==> config.mk <==
export PLATFORM = sky130hd
export DESIGN_NAME = cs_frame_ctrl_flat
export DESIGN_NICKNAME = d
export VERILOG_FILES = /design/src/rtl/cs_frame_if.sv /design/src/rtl/cs_frame_ctrl.sv /design/src/flat_wrapper.sv
export SDC_FILE = /design/constraint.sdc
export NUM_CORES = 1
export LEC_CHECK = 0
export CAP_MARGIN = 20
export CELL_PAD_IN_SITES_DETAIL_PLACEMENT = 1
export CELL_PAD_IN_SITES_GLOBAL_PLACEMENT = 1
export CORE_ASPECT_RATIO = 1.5
export CORE_UTILIZATION = 38
export CTS_CLUSTER_SIZE = 25
export DETAILED_ROUTE_END_ITERATION = 8
export PLACE_DENSITY_LB_ADDON = 0.12
export SKIP_CTS_REPAIR_TIMING = 1
export SYNTH_ARGS = -nofsm -noshare
export SYNTH_HDL_FRONTEND = slang
export SYNTH_SLANG_ARGS = --single-unit
==> constraint.sdc <==
create_clock -name clk -period 2.25 [get_ports clk]
set_clock_uncertainty 0.05 [all_clocks]
set_input_delay 0.5625 -clock clk [delete_from_list [all_inputs] [get_ports clk]]
set_output_delay 0.5625 -clock clk [all_outputs]
set_load 0.05 [all_outputs]
==> src/rtl/cs_frame_if.sv <==
// Handshake bundle between the CS frame sequencer, its sample ROM, the filter core and the result RAM.
interface cs_frame_if #(
  parameter int unsigned ADDR_W = 8
);
  logic              start;
  logic              busy;
  logic              done;
  logic              rom_rd;
  logic [ADDR_W-1:0] rom_addr;
  logic [7:0]        rom_q;
  logic              core_rst;
  logic [7:0]        core_x;
  logic [9:0]        core_y;
  logic              res_wr;
  logic [ADDR_W-1:0] res_addr;
  logic [9:0]        res_data;

  // Sequencer side
  modport master (
    input  start, rom_q, core_y,
    output busy, done, rom_rd, rom_addr, core_rst, core_x, res_wr, res_addr, res_data
  );

  // Environment side (ROM, core, result RAM, host)
  modport slave (
    output start, rom_q, core_y,
    input  busy, done, rom_rd, rom_addr, core_rst, core_x, res_wr, res_addr, res_data
  );
endinterface

==> src/rtl/cs_frame_ctrl.sv <==
// Frame sequencer for the 9-tap CS filter core: clears the core, streams one
// frame of ROM samples into it gap-free, and writes each full-window result.
module cs_frame_ctrl #(
  parameter int unsigned N_SAMPLES = 64,
  parameter int unsigned ADDR_W    = 8,
  parameter int unsigned WIN       = 9
) (
  input  logic       clk,
  input  logic       reset,
  cs_frame_if.master bus
);

  // One extra bit so a frame of 2**ADDR_W samples does not wrap the counters
  localparam int unsigned CNT_W = ADDR_W + 1;
  localparam logic [CNT_W-1:0] N_CNT     = CNT_W'(N_SAMPLES);
  localparam logic [CNT_W-1:0] N_RES     = CNT_W'(N_SAMPLES - WIN + 1);
  localparam logic [CNT_W-1:0] LAST_FILL = CNT_W'(WIN - 1);

  typedef enum logic [2:0] {IDLE, CLR, FEED, DRAIN, FIN} state_t;

  state_t            state;
  logic [CNT_W-1:0]  rd_cnt;
  logic [CNT_W-1:0]  wr_cnt;
  logic [CNT_W-1:0]  in_cnt;
  logic              rd_pend;

  // ROM data is only meaningful in the cycle after a read; otherwise feed zeros
  assign bus.core_x   = rd_pend ? bus.rom_q : 8'd0;
  assign bus.res_data = bus.core_y;

  // Frame FSM plus the sample/result pipeline; all control outputs registered
  always_ff @(posedge clk or posedge reset) begin
    if (reset) begin
      state        <= IDLE;
      rd_cnt       <= '0;
      wr_cnt       <= '0;
      in_cnt       <= '0;
      rd_pend      <= 1'b0;
      bus.busy     <= 1'b0;
      bus.done     <= 1'b0;
      bus.rom_rd   <= 1'b0;
      bus.rom_addr <= '0;
      bus.core_rst <= 1'b1;
      bus.res_wr   <= 1'b0;
      bus.res_addr <= '0;
    end else begin
      rd_pend    <= bus.rom_rd;
      bus.res_wr <= 1'b0;

      // A sample on core_x this cycle is shifted in at this edge; once the
      // window holds WIN samples, core_y in the next cycle is a valid result.
      if (rd_pend) begin
        in_cnt <= in_cnt + CNT_W'(1);
        if (in_cnt >= LAST_FILL) begin
          bus.res_wr   <= 1'b1;
          bus.res_addr <= wr_cnt[ADDR_W-1:0];
          wr_cnt       <= wr_cnt + CNT_W'(1);
        end
      end

      case (state)
        IDLE: begin
          bus.core_rst <= 1'b1;
          if (bus.start) begin
            state    <= CLR;
            bus.busy <= 1'b1;
          end
        end
        CLR: begin
          // Issue address 0 so it is on the bus in the first FEED cycle
          bus.core_rst <= 1'b1;
          bus.rom_rd   <= 1'b1;
          bus.rom_addr <= '0;
          rd_cnt       <= CNT_W'(1);
          wr_cnt       <= '0;
          in_cnt       <= '0;
          state        <= FEED;
        end
        FEED: begin
          // Release the core exactly when sample 0 reaches core_x
          bus.core_rst <= 1'b0;
          if (rd_cnt == N_CNT) begin
            bus.rom_rd <= 1'b0;
            state      <= DRAIN;
          end else begin
            bus.rom_addr <= rd_cnt[ADDR_W-1:0];
            rd_cnt       <= rd_cnt + CNT_W'(1);
          end
        end
        DRAIN: begin
          // wr_cnt counts writes already scheduled, so this is the last write cycle
          if (wr_cnt == N_RES) begin
            bus.done <= 1'b1;
            state    <= FIN;
          end
        end
        FIN: begin
          bus.done     <= 1'b0;
          bus.busy     <= 1'b0;
          bus.core_rst <= 1'b1;
          state        <= IDLE;
        end
        default: state <= IDLE;
      endcase
    end
  end

endmodule

==> src/flat_wrapper.sv <==
// flat-port wrapper written by rule: the top's interface ports become plain ports
module cs_frame_ctrl_flat 
#(
  parameter int unsigned N_SAMPLES = 64,
  parameter int unsigned ADDR_W    = 8,
  parameter int unsigned WIN       = 9
)
  (clk, reset, bus_start, bus_rom_q, bus_core_y, bus_busy, bus_done, bus_rom_rd, bus_rom_addr, bus_core_rst, bus_core_x, bus_res_wr, bus_res_addr, bus_res_data);
  cs_frame_if #(.ADDR_W(ADDR_W)) bus_i ();
  input  logic clk;
  input  logic reset;
  input wire logic [$bits(bus_i.start)-1:0] bus_start;
  input wire logic [$bits(bus_i.rom_q)-1:0] bus_rom_q;
  input wire logic [$bits(bus_i.core_y)-1:0] bus_core_y;
  output wire logic [$bits(bus_i.busy)-1:0] bus_busy;
  output wire logic [$bits(bus_i.done)-1:0] bus_done;
  output wire logic [$bits(bus_i.rom_rd)-1:0] bus_rom_rd;
  output wire logic [$bits(bus_i.rom_addr)-1:0] bus_rom_addr;
  output wire logic [$bits(bus_i.core_rst)-1:0] bus_core_rst;
  output wire logic [$bits(bus_i.core_x)-1:0] bus_core_x;
  output wire logic [$bits(bus_i.res_wr)-1:0] bus_res_wr;
  output wire logic [$bits(bus_i.res_addr)-1:0] bus_res_addr;
  output wire logic [$bits(bus_i.res_data)-1:0] bus_res_data;
  assign bus_i.start = bus_start;
  assign bus_i.rom_q = bus_rom_q;
  assign bus_i.core_y = bus_core_y;
  assign bus_busy = bus_i.busy;
  assign bus_done = bus_i.done;
  assign bus_rom_rd = bus_i.rom_rd;
  assign bus_rom_addr = bus_i.rom_addr;
  assign bus_core_rst = bus_i.core_rst;
  assign bus_core_x = bus_i.core_x;
  assign bus_res_wr = bus_i.res_wr;
  assign bus_res_addr = bus_i.res_addr;
  assign bus_res_data = bus_i.res_data;
  cs_frame_ctrl #(.N_SAMPLES(N_SAMPLES), .ADDR_W(ADDR_W), .WIN(WIN)) u_core (.clk(clk), .reset(reset), .bus(bus_i));
endmodule
==> results.ini <==
[final_layout]
multi_input_area_mm2=0.00111
n_antenna_cell=0
fin_nets=305
regArea_mm2=0.00130
fillers=726
post-route-util_pct=49.0
drive_gt1_share_pct=14.0
fin_cells=354
syn2layout_area_growth_pct=23.1

[cts]
clock_latency_ns=0.30
cts_buffers=5
clockBufferDepth=2
cts_root_buf=clkbuf_8
cts_max_level=2
clock_sinks=52
cts_tree=yes
clkTransAtPathRegs_ns=0.09

[worst_setup_path]
path_max_fanout=3
rr_startpoint=u_core.rd_cnt[3]$_DFFE_PP0P_
cp_slowest_cell=clkdlybuf4s50_1
crit_buf_inv=1
reg2reg_to=u_core.rd_cnt[5]$_DFFE_PP0P_
reg2reg_depth=4
r2r_setup_slack_ns=0.30
path_delay_family=buffers and inverters
cpPeakStageDelay_ns=0.82
end_kind=primary output
cp-start-kind=register
crit_type=register to primary output
cp.required_ns=1.64
cp_cell_sequence=clkdlybuf4s50_1
arrival_ns=1.53

[sta]
report.final.hold_viol_count=0
relSlewSlack_pct=63.9
setup_viol_count_final=0
setup_slack_ns=0.106
min_period_ns=2.14
slew_viol_final=0
fmax_mhz=466
grt_setup_unrepaired=no
fin_setup_tns_ns=0
fin_crit_sh_pct=95.3
tightest_slew_ns=0.537

[yosys]
synthesis.area_mm2=0.00260
syn_nets=272
synthFlopType=dfrtp_1
synthMuxAreaShare_pct=3.76
synthSimpleGateAreaFrac_pct=19.9
synth_warnings=0
yosys.area_share.adder_pct=2.89
synth_common_cells=dfrtp_1, nand2_1, a21oi_1
yosys.area.top_type=dfrtp_1
synth_top_family_by_area=simple AND/OR/NAND/NOR gates
synth_edf_count=0
ys_types=51
ys_ff_latch=52
yosysSeqAreaShare_pct=50.1
synthTopCellsByArea=dfrtp_1, buf_4, ha_1
synthCells=245
syn_avg_cell_area_um2=10.6
synth_most_common_cell=dfrtp_1
synth_top_area_share_pct=49.1
synth_compound_area_share_pct=13.3
ys_async_sr_fraction_pct=100
synth_xor_area_share_pct=3.03

[floorplan]
die_h_um=103
fp.dieW_um=69.5
initial_core_util_pct=39.8
rows=36
ios=60
design.core.area_mm2=0.00653
dieArea_mm2=0.00718

[global_routing]
antenna_found_initial=0
gr-total-overflow=0
grt_max_degree=36
grt_pass1_wl_mm=9.73
track_usage_pct=17.3
grt_pass1_vias=1977

[power]
clkPwrFrac_pct=35.3
swShare_pct=21.7
total_power_mw=1.61
leakage_nw=1.42
p_comb_share_pct=6.6
p_int_mw=1.26
seqPwrFrac_pct=58.1
worst_ir_drop_vdd_mv=0.356
p_sw_mw=0.350
p_per_area_mw_per_mm2=503

[route]
ant_nets=0
viasPerCell=5.40
first_iter_violations=40
routed.top_layer=met4
wl_met3_um=110
avgRoutedWirePerCell_um=16.1
met2_length_mm=3.11
first_pass_iters=3
drc_errors=0
vias=1911
drt-total-wl_mm=5.72
wl_met1_mm=2.39

[flow_run]
max_cap_viol_count=0

[placement]
gp_congestion=0.764
place_hpwl_mm=4.12
dp_slack_ns=0.302
placedCellCount=347
portBuffers=39

[hold_path]
hp-class=register to register
whs_path_depth=0
whs_endpoint=u_core.rd_pend$_DFF_PP0_
hp-start=u_core.bus.rom_rd$_DFFE_PP0P_

[outcome]
outcome=finished clean

-- worst max-delay path by stage --
stage,start,endpoint,depth (start not counted)
global placement,bus_rom_q[5],bus_core_x[5],3
finish,u_core.bus.rom_rd$_DFFE_PP0P_,bus_rom_rd,1
CTS,u_core.bus.rom_rd$_DFFE_PP0P_,bus_rom_rd,1
detailed placement,u_core.rd_cnt[3]$_DFFE_PP0P_,u_core.rd_cnt[5]$_DFFE_PP0P_,4
global route,u_core.bus.rom_rd$_DFFE_PP0P_,bus_rom_rd,1
floorplan,u_core.rd_pend$_DFF_PP0_,bus_core_x[0],3
-- area by class of cell --
cell class              count  share of cell area [%]
well taps                  76                    2.97
repair buffers             48                    17.5
multi-input cells         163                    34.8
inverters                   8                   0.939
flip-flops and latches     52                    40.7
clock buffers               7                    3.01
-- layer usage --
metal	vias to the layer above	global-route usage, %
met5	-	0
met3	6	2.81
li1	923	-
met1	958	19.3
met4	0	7.06
met2	24	32.7
-- flip-flops by register name (all words and copies together), names as in the netlist --
register	cells
u_core.bus.res_addr	8
u_core.in_cnt	9
u_core.bus.core_rst	1
u_core.bus.res_wr	1
u_core.bus.rom_addr	8
u_core.state	3
u_core.rd_cnt	9
u_core.bus.busy	1
u_core.bus.done	1
u_core.wr_cnt	9
u_core.bus.rom_rd	1
u_core.rd_pend	1
-- power groups by stage --
stage                     Clock [mW]  Combinational [mW]  Sequential, mW
after global placement             0               0.108           0.952
after CTS                      0.603               0.109           0.934
after floorplan                    0              0.0941           0.952
after detailed placement           0               0.109           0.952
after global routing           0.627               0.114           0.934
final                          0.568               0.107           0.934
-- through the flow --
stage	hold slack [ns]	area (um2)
2_1_floorplan	0.387	2600
3_3_place_gp	0.400	3100
3_5_place_dp	0.401	3100
4_1_cts	0.425	3200
5_1_grt	0.441	3200
6_report	0.407	3200
-- kinds of logic after synthesis --
logic type               Yosys count
adder cells (fa/ha/maj)            6
buffers and inverters             30
flip-flops                        52
multiplexers                       9
XOR/XNOR                           9
AND/OR/NAND/NOR                   88
AO/OA/AOI/OAI                     51
-- cells in the final DEF (no fill, tap or decap), types with 2 or more instances in the layout --
cell type,Yosys,layout
nand2_1,16,16
a22o_1,6,6
o31ai_1,2,2
o21ai_0,9,9
xor2_1,7,7
nor3b_2,2,2
a21oi_1,13,13
dfrtp_1,51,51
nor4_1,2,2
o21ai_1,8,8
nor3_1,4,4
ha_1,6,6
inv_2,1,2
nor3b_1,2,2
o211ai_1,2,2
or4_4,2,2
nor2_2,2,2
buf_12,0,10
nand3_1,9,9
and3_1,4,4
a211o_1,2,2
buf_4,10,8
nand4_1,8,8
clkdlybuf4s50_1,0,30
clkbuf_8,0,7
mux2_1,6,6
mux2i_1,3,3
inv_1,7,6
xnor2_1,2,2
nor2_1,12,12
and2_1,9,9
or3_1,8,8
(Power assumes the default switching activity.)
